[config.mk]
export PLATFORM = sky130hd
export DESIGN_NAME = parity_gen_check
export DESIGN_NICKNAME = d
export VERILOG_FILES = /design/src/rtl/parity_gen_check.sv
export SDC_FILE = /design/constraint.sdc
export NUM_CORES = 1
export LEC_CHECK = 0
export ABC_AREA = 1
export BUFFER_PORTS_ARGS = -buffer_cell sky130_fd_sc_hd__buf_2
export CORE_AREA = 3 3 89 91
export DETAILED_ROUTE_END_ITERATION = 8
export DIE_AREA = 0 0 92 94
export PLACE_DENSITY = 0.76
export SLEW_MARGIN = 20
export SYNTH_ARGS = -nofsm -noshare
export SYNTH_HDL_FRONTEND = slang
export SYNTH_SLANG_ARGS = --single-unit
[constraint.sdc]
create_clock -name clk -period 1.7 [get_ports clk]
set_input_delay 0.34 -clock clk [delete_from_list [all_inputs] [get_ports clk]]
set_output_delay 0.34 -clock clk [all_outputs]
set_load 0.005 [all_outputs]
[src/rtl/parity_gen_check.sv]
// +----------------------------------------------------------------------------+
// | Module   : parity_gen_check                                                |
// | Function : streaming per-group parity generator/checker with a 2-entry     |
// |            output buffer; optional error counter under PARITY_ERR_CNT_EN   |
// | Revision : 1.0  initial release                                            |
// +----------------------------------------------------------------------------+
`default_nettype none

module parity_gen_check #(
   parameter int DATA_W  = 32,
   parameter int GROUP_W = 8
`ifdef PARITY_ERR_CNT_EN
   ,
   parameter int CNT_W   = 16
`endif
) (
   input  logic                        clk,
   input  logic                        rst,
   input  logic                        in_valid,
   output logic                        in_ready,
   input  logic [DATA_W-1:0]           in_data,
   input  logic [DATA_W/GROUP_W-1:0]   in_par,
   input  logic                        odd_mode,
   input  logic                        check_en,
   output logic                        out_valid,
   input  logic                        out_ready,
   output logic [DATA_W-1:0]           out_data,
   output logic [DATA_W/GROUP_W-1:0]   out_par,
   output logic [DATA_W/GROUP_W-1:0]   out_err_vec,
   output logic                        out_err
`ifdef PARITY_ERR_CNT_EN
   ,
   input  logic                        err_cnt_clr,
   output logic [CNT_W-1:0]            err_cnt
`endif
);

   localparam int NGRP = DATA_W / GROUP_W;

   typedef enum logic [1:0] {
      ST_EMPTY = 2'd0,
      ST_ONE   = 2'd1,
      ST_TWO   = 2'd2
   } state_t;

   state_t              state_q, state_d;
   logic                in_ready_q, in_ready_d;
   logic [DATA_W-1:0]   head_data_q, head_data_d, tail_data_q, tail_data_d;
   logic [NGRP-1:0]     head_par_q, head_par_d, tail_par_q, tail_par_d;
   logic [NGRP-1:0]     head_err_q, head_err_d, tail_err_q, tail_err_d;

   logic [NGRP-1:0]     par_calc;
   logic [NGRP-1:0]     err_calc;
   logic                accept;
   logic                deliver;

   genvar g;
   generate
      for (g = 0; g < NGRP; g++) begin : g_grp
         assign par_calc[g] = (^in_data[g*GROUP_W +: GROUP_W]) ^ odd_mode;
      end
   endgenerate

   assign err_calc = check_en ? (par_calc ^ in_par) : '0;
   assign accept   = in_valid && in_ready_q;
   assign deliver  = (state_q != ST_EMPTY) && out_ready;

   // Head is always the oldest beat; tail only holds a beat in ST_TWO.
   always_comb begin
      state_d     = state_q;
      head_data_d = head_data_q;
      head_par_d  = head_par_q;
      head_err_d  = head_err_q;
      tail_data_d = tail_data_q;
      tail_par_d  = tail_par_q;
      tail_err_d  = tail_err_q;
      case (state_q)
         ST_EMPTY: begin
            if (accept) begin
               state_d     = ST_ONE;
               head_data_d = in_data;
               head_par_d  = par_calc;
               head_err_d  = err_calc;
            end
         end
         ST_ONE: begin
            if (accept && !deliver) begin
               state_d     = ST_TWO;
               tail_data_d = in_data;
               tail_par_d  = par_calc;
               tail_err_d  = err_calc;
            end else if (accept && deliver) begin
               head_data_d = in_data;
               head_par_d  = par_calc;
               head_err_d  = err_calc;
            end else if (deliver) begin
               state_d = ST_EMPTY;
            end
         end
         ST_TWO: begin
            if (deliver) begin
               state_d     = ST_ONE;
               head_data_d = tail_data_q;
               head_par_d  = tail_par_q;
               head_err_d  = tail_err_q;
            end
         end
         default: state_d = ST_EMPTY;
      endcase
      in_ready_d = (state_d != ST_TWO);
   end

   always_ff @(posedge clk) begin
      if (rst) begin
         state_q     <= ST_EMPTY;
         in_ready_q  <= 1'b1;
         head_data_q <= '0;
         head_par_q  <= '0;
         head_err_q  <= '0;
         tail_data_q <= '0;
         tail_par_q  <= '0;
         tail_err_q  <= '0;
      end else begin
         state_q     <= state_d;
         in_ready_q  <= in_ready_d;
         head_data_q <= head_data_d;
         head_par_q  <= head_par_d;
         head_err_q  <= head_err_d;
         tail_data_q <= tail_data_d;
         tail_par_q  <= tail_par_d;
         tail_err_q  <= tail_err_d;
      end
   end

   assign in_ready    = in_ready_q;
   assign out_valid   = (state_q != ST_EMPTY);
   assign out_data    = head_data_q;
   assign out_par     = head_par_q;
   assign out_err_vec = head_err_q;
   assign out_err     = |head_err_q;

`ifdef PARITY_ERR_CNT_EN
   logic [CNT_W-1:0] err_cnt_q, err_cnt_d;

   // Counted at acceptance so backpressure never delays or hides an error.
   always_comb begin
      err_cnt_d = err_cnt_q;
      if (err_cnt_clr) begin
         err_cnt_d = '0;
      end else if (accept && (|err_calc) && (err_cnt_q != {CNT_W{1'b1}})) begin
         err_cnt_d = err_cnt_q + CNT_W'(1);
      end
   end

   always_ff @(posedge clk) begin
      if (rst) begin
         err_cnt_q <= '0;
      end else begin
         err_cnt_q <= err_cnt_d;
      end
   end

   assign err_cnt = err_cnt_q;
`endif

endmodule

`default_nettype wire

==> impl_metrics.prom, run 1 <==
# TYPE chip_impl_metric gauge
chip_impl_metric{name="drt_first_iter_violations",unit=""} 209
chip_impl_info{name="synth_top_flop_cell",value="sky130_fd_sc_hd__dfxtp_1"} 1
chip_impl_metric{name="std_cell_rows",unit=""} 31
chip_impl_info{name="cts_root_buf",value="sky130_fd_sc_hd__clkbuf_8"} 1
chip_impl_metric{name="dieHeight",unit="um"} 94
chip_impl_metric{name="clock_latency",unit="ps"} 360
chip_impl_info{name="setup_repair_after_global_routing_missed_its_margin",value="true"} 1
chip_impl_metric{name="post_drt_wl_per_cell",unit="um"} 13.3
chip_impl_metric{name="fmax",unit="MHz"} 601
chip_impl_metric{name="synth-edff-count",unit=""} 0
chip_impl_info{name="critical_path.endpoint_type",value="output port"} 1
chip_impl_metric{name="synthCells",unit=""} 574
chip_impl_metric{name="combPwrFrac",unit="%"} 17.5
chip_impl_info{name="ys_top_cells_by_count",value="183 x sky130_fd_sc_hd__nand2_1, 83 x sky130_fd_sc_hd__dfxtp_1, 73 x sky130_fd_sc_hd__o21ai_0, 51 x sky130_fd_sc_hd__a21oi_1, 48 x sky130_fd_sc_hd__inv_1"} 1
chip_impl_metric{name="layout.area.seq",unit="um2"} 1670
chip_impl_metric{name="timing.final.hold_violations",unit=""} 0
chip_impl_metric{name="insertedDiodeCount",unit=""} 0
chip_impl_metric{name="clk_path_buf_depth",unit=""} 2
chip_impl_metric{name="drive_gt1_share",unit="%"} 19.2
chip_impl_info{name="tritoncts",value="yes"} 1
chip_impl_info{name="criticalPathCategory",value="reg2out"} 1
chip_impl_metric{name="core_area",unit="um2"} 7210
chip_impl_metric{name="cp.required",unit="ps"} 1360
chip_impl_metric{name="report.final.setup_viol",unit=""} 0
chip_impl_metric{name="drt_pass1_iterations",unit=""} 5
chip_impl_metric{name="power.density",unit="nW/um2"} 951
chip_impl_metric{name="synthesized_area_per_cell",unit="um2"} 6.77
chip_impl_metric{name="clkSlewWorstSetupHoldPaths",unit="ps"} 80
chip_impl_metric{name="synth_seq_cells",unit=""} 83
chip_impl_metric{name="dpl_hpwl",unit="um"} 6750
chip_impl_metric{name="maxCapViolCount",unit=""} 0
chip_impl_metric{name="cts_hold_repair.buffers",unit=""} 0
chip_impl_metric{name="finalWorstPathRequiredPeriod",unit="ps"} 1660
chip_impl_metric{name="post-route-period-util",unit="%"} 97.8
chip_impl_metric{name="timing.clock.skew",unit="ps"} 8.85
chip_impl_metric{name="cell_internal_pwr",unit="mW"} 3.10
chip_impl_metric{name="sw_share",unit="%"} 28.9
chip_impl_metric{name="postSynthNetCount",unit=""} 616
chip_impl_metric{name="floorplan.die_area",unit="um2"} 8650
chip_impl_metric{name="worst_ir_drop_vdd",unit="V"} 0.000445
chip_impl_metric{name="placement.io_buffers",unit=""} 84
chip_impl_metric{name="static-leakage-power",unit="nW"} 2.34
chip_impl_metric{name="io_pins",unit=""} 85
chip_impl_metric{name="data_arrival_time_of_the_critical_path",unit="ps"} 1320
chip_impl_metric{name="pin_count_of_the_biggest_net_entering_global_routing",unit=""} 49
chip_impl_metric{name="fillerInstances",unit=""} 674
chip_impl_metric{name="post_synth_instance_area",unit="um2"} 3880
chip_impl_info{name="post-synth-top-area-cell",value="sky130_fd_sc_hd__dfxtp_1"} 1
chip_impl_metric{name="p_switching",unit="mW"} 1.26
chip_impl_metric{name="ys_async_sr_fraction",unit="%"} 0
chip_impl_metric{name="remaining_antenna_violation_count",unit=""} 0
chip_impl_metric{name="number_of_antenna_violations_at_the_first_check_in_global_routing",unit=""} 0
chip_impl_metric{name="route.final.wire_length",unit="um"} 9990
chip_impl_metric{name="htree_levels",unit=""} 3
chip_impl_metric{name="multi_input_comb_area",unit="um2"} 1860
chip_impl_metric{name="synth-seq-area-share",unit="%"} 42.8
chip_impl_metric{name="num_vias",unit=""} 3917
chip_impl_metric{name="slew_viol_final",unit=""} 0
chip_impl_metric{name="pwr-share-seq",unit="%"} 49.3
chip_impl_metric{name="via_per_inst",unit=""} 5.22
chip_impl_metric{name="grt_overflow_total",unit=""} 0
chip_impl_metric{name="tightest_slew",unit="ps"} 449
chip_impl_metric{name="gr-usage-all-layers",unit="%"} 23.6
chip_impl_metric{name="grt_pass1_vias",unit=""} 3650
chip_impl_info{name="run_status",value="complete, no violations"} 1
chip_impl_metric{name="relSlewSlack",unit="%"} 70.0
chip_impl_info{name="hold_class",value="in2reg"} 1
chip_impl_metric{name="totalPowerFinal",unit="mW"} 4.36
chip_impl_metric{name="post_dp_cell_area",unit="um2"} 4380
chip_impl_metric{name="ys.warnings.count",unit=""} 0
chip_impl_info{name="synth.top_cells.by_area",value="sky130_fd_sc_hd__dfxtp_1 43%, sky130_fd_sc_hd__nand2_1 18%, sky130_fd_sc_hd__o21ai_0 9.4%, sky130_fd_sc_hd__a21oi_1 6.6%, sky130_fd_sc_hd__a31oi_1 5.2%"} 1
chip_impl_metric{name="place_congestion",unit=""} 0.836
chip_impl_metric{name="drt_drc_violations_left",unit=""} 0
chip_impl_metric{name="grt_pass1_wl",unit="um"} 16600
chip_impl_metric{name="floorplan.die.width",unit="um"} 92
chip_impl_metric{name="final_design_area_no_fill",unit="um2"} 4580
chip_impl_metric{name="initial_utilization",unit="%"} 53.8
chip_impl_metric{name="synthDominantCellAreaShare",unit="%"} 42.8
chip_impl_info{name="post-synth-top-count-cell",value="sky130_fd_sc_hd__nand2_1"} 1
chip_impl_metric{name="clock_power_share",unit="%"} 33.2
chip_impl_metric{name="finalNetCount",unit=""} 688
chip_impl_metric{name="cp_max_fo",unit=""} 3
chip_impl_metric{name="syn2layout_area_growth",unit="%"} 17.9
chip_impl_metric{name="yosysUniqueCellTypes",unit=""} 22
chip_impl_metric{name="cts_num_sinks",unit=""} 83
chip_impl_metric{name="cts-buffers-inserted",unit=""} 9
chip_impl_info{name="worst_setup_path_start_kind",value="flip-flop"} 1
-- power by group through the flow --
stage	sequential [mW]	combinational [mW]	clock, mW
after floorplan	2.19	0.461	0
after global placement	2.18	0.734	0
after detailed placement	2.19	0.757	0
after CTS	2.15	0.763	1.45
final	2.15	0.761	1.45
after global routing	2.17	0.874	1.52
-- kinds of logic (layout without fill, tap and decap cells) --
family                 after synthesis  count (layout)  share of synthesized area [%]
buffers and inverters               89             166                           9.41
AO/OA/AOI/OAI                      161             161                           22.0
flip-flops                          83              83                           42.8
AND/OR/NAND/NOR                    237             237                           24.9
XOR/XNOR                             4               4                          0.902
-- timing repair --
item,CTS,global route
buffers inserted,0,0
gates resized for setup,0,4
setup endpoints to repair,0,3
-- state kept, by name, indices dropped and copies added, names as in the netlist --
| register | cells |
|---|---|
| tail_par_q | 4 |
| tail_data_q | 32 |
| out_data | 32 |
| state_q | 2 |
| out_par | 4 |
| out_err_vec | 4 |
| tail_err_q | 4 |
| in_ready | 1 |
-- stage by stage --
| stage | worst slack (ps) | instances | util, % | hold WS [ps] | setup TNS [ps] |
|---|---|---|---|---|---|
| floorplan | 338 | 574 | - | 409 | 0 |
| finish | 36.7 | 750 | 63.5 | 239 | 0 |
| detailed placement | 59.1 | 734 | 60.7 | 470 | 0 |
| CTS | 29.8 | 750 | 63.4 | 242 | 0 |
| global route | -11.7 | 750 | 63.5 | 239 | -11.7 |
| global placement | 103 | 734 | 60.7 | 465 | 0 |
-- critical path, cell delays in order, from the launching register on --
cell and delay, ps:
sky130_fd_sc_hd__dfxtp_2 340, sky130_fd_sc_hd__or4_1 500, sky130_fd_sc_hd__buf_2 140
-- final cells by class --
type | count | area share (%)
tap | 99 | 2.70
inverter | 56 | 4.64
timing repair buffer | 94 | 11.4
multi-input combinational | 402 | 40.6
sequential | 83 | 36.4
clock inverter | 4 | 1.09
clock buffer | 12 | 3.17
-- final timing paths --
kind,from,to,slack [ps],cells after the start
worst max-delay path,out_err_vec[1],out_err,40,2
worst min-delay path,rst,out_err_vec[0],240,2
worst max register to register,state_q[0],out_data[7],240,5
worst min register to register,tail_data_q[27],out_data[27],480,2
-- layout by cell type (no fill, tap or decap) --
master and count:
sky130_fd_sc_hd__buf_2 84, sky130_fd_sc_hd__o21ai_1 3, sky130_fd_sc_hd__bufinv_16 1, sky130_fd_sc_hd__or4_1 1, sky130_fd_sc_hd__nand2_1 183, sky130_fd_sc_hd__inv_1 47, sky130_fd_sc_hd__a31oi_1 32, sky130_fd_sc_hd__clkinvlp_4 2
sky130_fd_sc_hd__clkinv_2 1, sky130_fd_sc_hd__buf_4 7, sky130_fd_sc_hd__o31ai_1 1, sky130_fd_sc_hd__clkbuf_1 2, sky130_fd_sc_hd__clkbuf_8 10, sky130_fd_sc_hd__inv_2 7, sky130_fd_sc_hd__nand3_1 33, sky130_fd_sc_hd__a21oi_1 51
sky130_fd_sc_hd__o22ai_2 1, sky130_fd_sc_hd__nor2_2 1, sky130_fd_sc_hd__dfxtp_2 3, sky130_fd_sc_hd__nor2_1 15, sky130_fd_sc_hd__clkinv_1 1, sky130_fd_sc_hd__o21ai_0 73, sky130_fd_sc_hd__inv_4 1, sky130_fd_sc_hd__buf_12 2
sky130_fd_sc_hd__xor2_1 4, sky130_fd_sc_hd__nor3_4 1, sky130_fd_sc_hd__dfxtp_1 80, sky130_fd_sc_hd__buf_6 1, sky130_fd_sc_hd__nand3_2 3
-- routing by layer --
metal / vias up / share of wire (%) / GRT usage, %
met1: 1773 / 44 / 28.7
met3: 16 / 6.7 / 6.17
li1: 2025 / - / -
met2: 103 / 48 / 40.7
met4: 0 / 1.3 / 8.04
met5: - / 0 / 0
Power figures use the tool's default switching activity.
==> run 2: changes to the inputs <==
==> constraint.sdc (replaced) <==
create_clock -name clk -period 1.6 [get_ports clk]
set_input_delay 0.32 -clock clk [delete_from_list [all_inputs] [get_ports clk]]
set_output_delay 0.32 -clock clk [all_outputs]
set_load 0.005 [all_outputs]
==> run 2 against run 1 <==
The run now ends with negative setup slack left. Power is 4.8% higher. Via count is 2.5% higher. Utilization grew 0.76 points. Sequential power is 6% higher. Register-to-register slack got worse by 100 ps. Worst setup slack worse by 71 ps. First-iteration DRC count fell by 18%. Critical path depth unchanged. Final area is 1.2% higher. Sequential share of layout area is 0.46 points lower. Die area unchanged. Hold slack got worse by 24 ps. Largest cell class unchanged. Largest power group unchanged.
==> impl_metrics.prom, run 2 (synthesis gave the netlist of run 1 again) <==
# TYPE chip_impl_metric gauge
chip_impl_info{name="run_status",value="complete, but fails checks"} 1
chip_impl_info{name="violations_in_the_final_reports",value="negative setup slack"} 1
chip_impl_metric{name="grt_pass1_vias",unit=""} 3586
chip_impl_metric{name="cp_max_fo",unit=""} 2
chip_impl_metric{name="finalNetCount",unit=""} 691
chip_impl_metric{name="htree_levels",unit=""} 3
chip_impl_metric{name="layout.area.seq",unit="um2"} 1660
chip_impl_metric{name="drt_pass1_iterations",unit=""} 5
chip_impl_metric{name="pin_count_of_the_biggest_net_entering_global_routing",unit=""} 43
chip_impl_metric{name="clk_path_buf_depth",unit=""} 2
chip_impl_metric{name="fillerInstances",unit=""} 675
chip_impl_info{name="layout.cells.most_common_list",value="183 x sky130_fd_sc_hd__nand2_1, 84 x sky130_fd_sc_hd__buf_2, 81 x sky130_fd_sc_hd__dfxtp_1"} 1
chip_impl_metric{name="dieHeight",unit="um"} 94
chip_impl_metric{name="place_congestion",unit=""} 0.846
chip_impl_info{name="mostFrequentLayoutCell",value="sky130_fd_sc_hd__nand2_1"} 1
chip_impl_metric{name="syn2layout_area_growth",unit="%"} 19.4
chip_impl_metric{name="setup_total_negative_slack",unit="ps"} -34.6
chip_impl_metric{name="worst_ir_drop_vdd",unit="V"} 0.000575
chip_impl_info{name="setup_repair_after_global_routing_missed_its_margin",value="true"} 1
chip_impl_metric{name="grt.met3_usage",unit="%"} 5.45
chip_impl_metric{name="clkSlewWorstSetupHoldPaths",unit="ps"} 80
chip_impl_metric{name="core_area",unit="um2"} 7210
chip_impl_metric{name="cts_hold_repair.buffers",unit=""} 0
chip_impl_metric{name="tightest_slew",unit="ps"} 288
chip_impl_metric{name="post-route-period-util",unit="%"} 102
chip_impl_metric{name="cpPeakStageDelay",unit="ps"} 500
chip_impl_info{name="hold_class",value="in2reg"} 1
chip_impl_info{name="grt_most_used_layer",value="met2"} 1
chip_impl_metric{name="worst_slack",unit="ps"} -34.6
chip_impl_metric{name="data_arrival_time_of_the_critical_path",unit="ps"} 1310
chip_impl_metric{name="drive_gt1_share",unit="%"} 19.4
chip_impl_metric{name="maxCapViolCount",unit=""} 0
chip_impl_metric{name="multi_input_comb_area",unit="um2"} 1860
chip_impl_info{name="timing.critical_path.slowest_stage_cell",value="sky130_fd_sc_hd__or4_1"} 1
chip_impl_metric{name="dpl_hpwl",unit="um"} 6680
chip_impl_metric{name="timing.final.hold_violations",unit=""} 0
chip_impl_metric{name="report.final.setup_viol",unit=""} 1
chip_impl_metric{name="number_of_antenna_violations_at_the_first_check_in_global_routing",unit=""} 0
chip_impl_metric{name="finalWorstPathRequiredPeriod",unit="ps"} 1630
chip_impl_metric{name="drt_first_iter_violations",unit=""} 171
chip_impl_metric{name="static-leakage-power",unit="nW"} 2.38
chip_impl_metric{name="num_vias",unit=""} 4015
chip_impl_metric{name="slew_viol_final",unit=""} 0
chip_impl_metric{name="remaining_antenna_violation_count",unit=""} 0
chip_impl_metric{name="drt_drc_violations_left",unit=""} 0
chip_impl_metric{name="post_dp_cell_area",unit="um2"} 4430
chip_impl_metric{name="io_pins",unit=""} 85
chip_impl_metric{name="timing.clock.skew",unit="ps"} 8.05
chip_impl_info{name="critical_path.endpoint_type",value="output port"} 1
chip_impl_metric{name="fmax",unit="MHz"} 612
chip_impl_metric{name="grt_pass1_wl",unit="um"} 16400
chip_impl_metric{name="cts_num_sinks",unit=""} 83
chip_impl_metric{name="via_per_inst",unit=""} 5.33
chip_impl_info{name="criticalPathCategory",value="reg2out"} 1
chip_impl_metric{name="floorplan.die_area",unit="um2"} 8650
chip_impl_metric{name="power.density",unit="nW/um2"} 985
chip_impl_metric{name="grt_overflow_total",unit=""} 0
chip_impl_metric{name="met2_usage",unit="%"} 39.4
chip_impl_metric{name="std_cell_rows",unit=""} 31
chip_impl_metric{name="cts-buffers-inserted",unit=""} 9
chip_impl_metric{name="relSlewSlack",unit="%"} 80.8
chip_impl_metric{name="global_route.usage.met1",unit="%"} 29.3
chip_impl_metric{name="placement.io_buffers",unit=""} 84
chip_impl_metric{name="cp.required",unit="ps"} 1280
chip_impl_metric{name="floorplan.die.width",unit="um"} 92
chip_impl_info{name="cts_root_buf",value="sky130_fd_sc_hd__clkbuf_8"} 1
chip_impl_metric{name="insertedDiodeCount",unit=""} 0
chip_impl_info{name="worst_setup_path_start_kind",value="flip-flop"} 1
chip_impl_metric{name="route.final.wire_length",unit="um"} 9600
chip_impl_metric{name="gr-usage-all-layers",unit="%"} 23.4
chip_impl_info{name="tritoncts",value="yes"} 1
chip_impl_metric{name="final_design_area_no_fill",unit="um2"} 4640
chip_impl_metric{name="place_worst_setup_slack",unit="ps"} 43.8
chip_impl_metric{name="clock_latency",unit="ps"} 360
chip_impl_metric{name="initial_utilization",unit="%"} 53.8
chip_impl_metric{name="post_drt_wl_per_cell",unit="um"} 12.8
chip_impl_info{name="crit_path_cell_chain",value="or4_1, buf_2"} 1
[run 2: changes by cell type in the layout (fill, tap and decap cells not counted), sizes merged]
cell	delta
buf	+3
clkbuf	+3
clkinvlp	-2
bufinv	-1
[run 2: routing by layer]
layer	share of wire (%)	up-vias
met1	44	1842
met3	7.3	14
met5	0	-
li1	-	2035
met2	48	124
met4	1.5	0
[run 2: worst paths after layout]
kind,from,endpoint,slack (ps),depth (start not counted)
setup / recovery,out_err_vec[3],out_err,-30,2
hold reg to reg,tail_data_q[10],out_data[10],480,2
hold / removal,rst,out_err_vec[3],220,2
setup reg to reg,in_ready,tail_err_q[0],140,8
[run 2: power by group]
group | internal, mW | switching [mW] | total, mW
clock network | 0.734 | 0.730 | 1.46
registers | 2.21 | 0.0704 | 2.28
logic | 0.334 | 0.486 | 0.820
total | 3.28 | 1.29 | 4.56
[run 2: through the flow]
stage / hold WS (ps) / std cells / total power [mW] / util (%)
5_1_grt: 220 / 753 / 4.82 / 64.3
6_report: 215 / 753 / 4.56 / 64.3
3_5_place_dp: 467 / 736 / 3.15 / 61.4
2_1_floorplan: 389 / 574 / 2.82 / -
4_1_cts: 220 / 753 / 4.60 / 64.2
3_3_place_gp: 463 / 736 / 3.12 / 61.4
[run 2: final cells by class]
class / instances / share of cell area (%)
well taps: 99 / 2.67
multi-input cells: 402 / 40.1
clock buffers: 15 / 4.02
flip-flops and latches: 83 / 35.9
clock inverters: 1 / 0.108
inverters: 56 / 4.59
repair buffers: 97 / 12.6
[run 2: timing repair]
item	in CTS	in global routing
pin swaps	0	0
endpoints found under the setup margin	1	5
cloned	0	0
setup buffers	1	0
resized for setup	2	1
[run 2: worst max-delay path, delay by kind of cell, from the launching register on]
family                 cells  cell delay (ps)
DFF                        1              320
and+or+nand+nor            1              500
buffers and inverters      1              140
